File: src/rtl/segment_scan_mux_if.sv
// Display-side bundle for segment_scan_mux: scan enable, four digit codes,
// brightness in; shared segment bus, digit strobes and frame pulse out.
interface segment_scan_mux_if;
    logic       en_i;
    logic [6:0] seg_hxxx_i;
    logic [6:0] seg_xhxx_i;
    logic [6:0] seg_xxmx_i;
    logic [6:0] seg_xxxm_i;
    logic [2:0] bright_i;
    logic [6:0] seg_o;
    logic [3:0] dig_o;
    logic       frame_o;

    modport master (
        output en_i, seg_hxxx_i, seg_xhxx_i, seg_xxmx_i, seg_xxxm_i, bright_i,
        input  seg_o, dig_o, frame_o
    );

    modport slave (
        input  en_i, seg_hxxx_i, seg_xhxx_i, seg_xxmx_i, seg_xxxm_i, bright_i,
        output seg_o, dig_o, frame_o
    );
endinterface

File: src/rtl/segment_scan_mux.sv
// 4-digit multiplexed 7-segment scanner with per-frame capture, blank slot lead-in
// and 8-level PWM. Define SEG_ACTIVE_LOW_EN for inverted (common-anode) seg_o/dig_o.
module segment_scan_mux #(
    parameter int SCAN_DIV = 32
) (
    input  logic                  clk_i,
    input  logic                  rst_ni,
    segment_scan_mux_if.slave     bus
);
    localparam int              CW     = $clog2(SCAN_DIV);
    localparam logic [CW-1:0]   C_ZERO = {CW{1'b0}};
    localparam logic [CW-1:0]   C_ONE  = {{(CW-1){1'b0}}, 1'b1};
    localparam logic [CW-1:0]   C_LAST = CW'(SCAN_DIV - 1);
    localparam logic [CW:0]     W_ONE  = {{CW{1'b0}}, 1'b1};
    localparam logic [CW:0]     STEP   = (CW+1)'(SCAN_DIV / 8);

`ifdef SEG_ACTIVE_LOW_EN
    localparam logic [6:0] SEG_POL = 7'h7F;
    localparam logic [3:0] DIG_POL = 4'hF;
`else
    localparam logic [6:0] SEG_POL = 7'h00;
    localparam logic [3:0] DIG_POL = 4'h0;
`endif

    logic [1:0]      d_q, d_d;
    logic [CW-1:0]   c_q, c_d;
    logic [3:0][6:0] shadow_q, shadow_d;
    logic [2:0]      bright_q, bright_d;
    logic [6:0]      seg_q, seg_d;
    logic [3:0]      dig_q, dig_d;
    logic            frame_q, frame_d;

    logic            capture_s;
    logic            active_s;
    logic [CW:0]     on_end_s;

    // Scan sequencing, frame capture and registered output decode
    always_comb begin
        d_d       = d_q;
        c_d       = c_q;
        shadow_d  = shadow_q;
        bright_d  = bright_q;
        seg_d     = SEG_POL;
        dig_d     = DIG_POL;
        capture_s = bus.en_i && (d_q == 2'd0) && (c_q == C_ZERO);
        frame_d   = capture_s;

        if (!bus.en_i) begin
            d_d = 2'd0;
            c_d = C_ZERO;
        end else if (c_q == C_LAST) begin
            d_d = d_q + 2'd1;
            c_d = C_ZERO;
        end else begin
            c_d = c_q + C_ONE;
        end

        // The capture edge always renders c = 0, which is dark, so fresh shadows
        // are in place before the first lit cycle of the frame.
        if (capture_s) begin
            shadow_d = {bus.seg_xxxm_i, bus.seg_xxmx_i, bus.seg_xhxx_i, bus.seg_hxxx_i};
            bright_d = bus.bright_i;
        end else begin
            shadow_d = shadow_q;
            bright_d = bright_q;
        end

        on_end_s = (((CW+1)'(bright_q)) + W_ONE) * STEP - W_ONE;
        active_s = bus.en_i && (c_q != C_ZERO) && ({1'b0, c_q} <= on_end_s);

        if (active_s) begin
            dig_d = (4'b0001 << d_q) ^ DIG_POL;
            seg_d = shadow_q[d_q] ^ SEG_POL;
        end else begin
            dig_d = DIG_POL;
            seg_d = SEG_POL;
        end
    end

    // State and output registers
    always_ff @(posedge clk_i or negedge rst_ni) begin
        if (!rst_ni) begin
            d_q      <= 2'd0;
            c_q      <= C_ZERO;
            shadow_q <= {4{7'h00}};
            bright_q <= 3'd0;
            seg_q    <= SEG_POL;
            dig_q    <= DIG_POL;
            frame_q  <= 1'b0;
        end else begin
            d_q      <= d_d;
            c_q      <= c_d;
            shadow_q <= shadow_d;
            bright_q <= bright_d;
            seg_q    <= seg_d;
            dig_q    <= dig_d;
            frame_q  <= frame_d;
        end
    end

    assign bus.seg_o   = seg_q;
    assign bus.dig_o   = dig_q;
    assign bus.frame_o = frame_q;
endmodule

File: src/flat_wrapper.sv
// flat-port wrapper written by rule: the top's interface ports become plain ports
module segment_scan_mux_flat 
#(
    parameter int SCAN_DIV = 32
)
  (clk_i, rst_ni, bus_en_i, bus_seg_hxxx_i, bus_seg_xhxx_i, bus_seg_xxmx_i, bus_seg_xxxm_i, bus_bright_i, bus_seg_o, bus_dig_o, bus_frame_o);
  segment_scan_mux_if bus_i ();
  input  logic clk_i;
  input  logic rst_ni;
  input wire logic [$bits(bus_i.en_i)-1:0] bus_en_i;
  input wire logic [$bits(bus_i.seg_hxxx_i)-1:0] bus_seg_hxxx_i;
  input wire logic [$bits(bus_i.seg_xhxx_i)-1:0] bus_seg_xhxx_i;
  input wire logic [$bits(bus_i.seg_xxmx_i)-1:0] bus_seg_xxmx_i;
  input wire logic [$bits(bus_i.seg_xxxm_i)-1:0] bus_seg_xxxm_i;
  input wire logic [$bits(bus_i.bright_i)-1:0] bus_bright_i;
  output wire logic [$bits(bus_i.seg_o)-1:0] bus_seg_o;
  output wire logic [$bits(bus_i.dig_o)-1:0] bus_dig_o;
  output wire logic [$bits(bus_i.frame_o)-1:0] bus_frame_o;
  assign bus_i.en_i = bus_en_i;
  assign bus_i.seg_hxxx_i = bus_seg_hxxx_i;
  assign bus_i.seg_xhxx_i = bus_seg_xhxx_i;
  assign bus_i.seg_xxmx_i = bus_seg_xxmx_i;
  assign bus_i.seg_xxxm_i = bus_seg_xxxm_i;
  assign bus_i.bright_i = bus_bright_i;
  assign bus_seg_o = bus_i.seg_o;
  assign bus_dig_o = bus_i.dig_o;
  assign bus_frame_o = bus_i.frame_o;
  segment_scan_mux #(.SCAN_DIV(SCAN_DIV)) u_core (.clk_i(clk_i), .rst_ni(rst_ni), .bus(bus_i));
endmodule
File: config.mk
export PLATFORM = sky130hd
export DESIGN_NAME = segment_scan_mux_flat
export DESIGN_NICKNAME = d
export VERILOG_FILES = /design/src/rtl/segment_scan_mux_if.sv /design/src/rtl/segment_scan_mux.sv /design/src/flat_wrapper.sv
export SDC_FILE = /design/constraint.sdc
export NUM_CORES = 1
export LEC_CHECK = 0
export ABC_AREA = 1
export CORE_MARGIN = 2
export CORE_UTILIZATION = 46
export CTS_CLUSTER_SIZE = 40
export DETAILED_ROUTE_END_ITERATION = 8
export PLACE_DENSITY_LB_ADDON = 0.25
export SETUP_SLACK_MARGIN = 0.1
export SLEW_MARGIN = 5
export SYNTH_ARGS = -nofsm -noshare
export SYNTH_HDL_FRONTEND = slang
export SYNTH_SLANG_ARGS = --single-unit
File: constraint.sdc
create_clock -name clk_i -period 1.55 [get_ports clk_i]
set_input_delay 0.2325 -clock clk_i [delete_from_list [all_inputs] [get_ports clk_i]]
set_output_delay 0.2325 -clock clk_i [all_outputs]
set_load 0.01 [all_outputs]
==> flow_metrics.py <==
metrics = {
    "detailed_routing": {
        "vias_per_cell": 4.455,
        "routedWlPerCell_um": 11.59,
        "drc_errors": 0,
        "dr.pass1.iters": 4,
        "vias": 1920,
        "antenna_left": 0,
        "drt_first_iter_violations": 86,
        "routed_wl_um": 4994,
    },
    "floorplan": {
        "initial_core_util": 0.4749,
        "rows": 26,
        "die_h_um": 76.38,
        "die_w_um": 76.38,
        "dieArea_mm2": 0.005834,
        "io_pins": 46,
        "core_area_mm2": 0.005075,
    },
    "placement": {
        "gp_congestion": 0.8190,
        "placed_cell_area_mm2": 0.002974,
        "dp_hpwl_um": 3428,
        "port-buffer-count": 45,
    },
    "synth": {
        "syn_inst": 303,
        "syn_area_per_cell_um2": 7.953,
        "ys_seq_area_frac": 0.5192,
        "yosys_warnings": 0,
        "yosys.cell_types.count": 19,
        "ys_ff_latch": 50,
        "netlist_area_mm2": 0.002410,
        "syn_nets": 347,
    },
    "cells_and_area": {
        "final_cell_mix": "nand2_1 (125), inv_1 (49), dfrtp_1 (49)",
        "antenna_cells": 0,
        "drive_gt1_frac": 0.1330,
        "area_growth_pct": 33.13,
        "fillCellCount": 461,
        "num-nets-final": 404,
        "design_area_mm2": 0.003208,
        "layout_commonest_cell": "nand2_1",
    },
    "clock_network": {
        "clock_latency_ns": 0.31,
        "cts_root_buffer": "clkbuf_8",
        "cts_sinks": 50,
        "cts_tree": "yes",
        "htree_levels": 2,
        "clk_pin_slew_ns": 0.09,
        "clockBufferDepth": 2,
        "numCtsBuffers": 5,
    },
    "power": {
        "p_per_area_mw_per_mm2": 1009,
        "max-vdd-ir-drop_uv": 498.9,
        "finalPower_mw": 3.238,
        "p_leak_nw": 1.813,
    },
    "grt": {
        "grt_util_all_layers": 0.1909,
        "grt_pass1_vias": 1981,
        "busiest_layer": "met2",
        "antenna_found_initial": 0,
        "use_met2": 0.3398,
        "grt_first_pass_wirelength_um": 8769,
        "grt_max_degree": 25,
        "gr-usage-met3": 0.04028,
        "met1_usage": 0.2260,
        "grt_overflow_total": 0,
    },
    "critical_path": {
        "cpPeakStageDelay_ns": 0.42,
        "crit_arrival_ns": 1.69,
        "path_class": "reg -> reg",
        "critical_path.cell_chain": "ha_2, nand2_2, nor2_2, ha_2, or2_4, nor3b_2",
        "critical_path_buf_inv_count": 0,
        "required_ns": 1.78,
        "worst_path_most_repeated_cell": "ha_2",
        "slowest_stage": "dfrtp_1",
        "start_kind": "register",
        "cp_max_fo": 5,
        "critical-path-top-delay-family": "simple AND/OR/NAND/NOR gates",
        "cp-end-kind": "register",
    },
    "timing": {
        "setup_viol": 0,
        "hold_violations": 0,
        "finalCritPeriodShare": 0.9398,
        "rsz0062_at_grt": "yes",
        "fin_crit_ns": 1.457,
        "fin_setup_tns_ns": 0,
        "skew_ns": 0.005366,
        "slew_headroom": 0.7859,
        "fmax_mhz": 686.5,
        "slew_violations": 0,
        "worst-slew-pin-transition_ns": 0.3211,
    },
    "status": {
        "outcome": "complete, no violations",
    },
    "hold_path": {
        "hp-class": "in -> async",
    },
    "flow_run": {
        "cap_violations": 0,
    },
}
area by class of cell:
cell class              count  area (µm²)  area share
clock buffers               5       68.82     0.02145
well taps                  70       87.58     0.02730
multi-input cells         190       919.6      0.2867
repair buffers             60       634.4      0.1977
inverters                  53       205.2     0.06396
clock inverters             3       40.04     0.01248
flip-flops and latches     50        1252      0.3904
routing by layer:
layer	part of all wire	wire (µm)
met4	0.015	74
met5	0	0
met1	0.44	2183
met2	0.50	2486
met3	0.050	249
worst register-to-register path, cell delays in order (launching register included):
cell,delay (ns)
dfrtp_1,0.42
ha_2,0.21
nand2_2,0.08
nor2_2,0.04
ha_2,0.17
or2_4,0.28
nor3b_2,0.18
sequential cells by signal (all words and copies together), names as in the netlist:
name,count
u_core.c_q,5
u_core.d_q,2
u_core.bright_q,3
u_core.bus.dig_o,4
u_core.bus.seg_o,7
u_core.shadow_q,28
u_core.bus.frame_o,1
power breakdown:
part           switching (mW)  internal [mW]  total [mW]
registers               0.109           1.51        1.62
logic                   0.372          0.341       0.713
clock network           0.432          0.475       0.907
stage by stage:
| stage | hold slack [ns] | setup WS [ns] | cells | util |
|---|---|---|---|---|
| 2_1_floorplan | -0.06309 | 0.1007 | 303 | - |
| 3_3_place_gp | 0.1523 | 0.04599 | 419 | 0.5860 |
| 3_5_place_dp | 0.1494 | -0.002279 | 419 | 0.5860 |
| 4_1_cts | 0.3482 | 0.1066 | 428 | 0.6137 |
| 5_1_grt | 0.3603 | 0.04134 | 431 | 0.6322 |
| 6_report | 0.3378 | 0.09330 | 431 | 0.6322 |
Yosys cell counts, drive strengths merged:
cell type  instances  share of area
a21oi              1         0.0021
buf               10          0.033
clkinv             2         0.0036
dfrtp             50           0.52
ha                10          0.052
inv               51          0.079
nand2            136           0.22
nand3             19          0.039
nand3b             1         0.0083
nand4              1         0.0026
nor2              17          0.026
nor3b              2         0.0062
o21ai              2         0.0042
or2                1         0.0026
timing repair:
item | in CTS | in global routing
gates cloned | 0 | 1
setup buffers | 0 | 2
pin swaps | 2 | 3
hold endpoints to repair | 11 | 0
hold buffers | 1 | 0
endpoints found under the setup margin | 32 | 51
gates resized for setup | 8 | 20
worst paths after layout:
kind / startpoint / slack [ns] / to / depth (start not counted)
max: u_core.c_q[0] / 0.09 / u_core.c_q[2] / 6
min: rst_ni / 0.34 / u_core.bright_q[2] / 2
max reg2reg: u_core.c_q[0] / 0.09 / u_core.c_q[2] / 6
min reg2reg: u_core.shadow_q[11] / 0.48 / u_core.shadow_q[11] / 2
max in group asynchronous: rst_ni / 0.70 / u_core.shadow_q[19] / 3
min in group clk_i: bus_seg_xxmx_i[3] / 0.45 / u_core.shadow_q[17] / 3
kinds of logic after synthesis:
family,after synthesis,synth area share
DFF,50,0.5192
AOI/OAI and AO/OA,3,0.006229
adders and majority gates,10,0.05192
buffers and inverters,63,0.1158
and+or+nand+nor,177,0.3069
No activity file was read; power rests on OpenSTA's default activity.
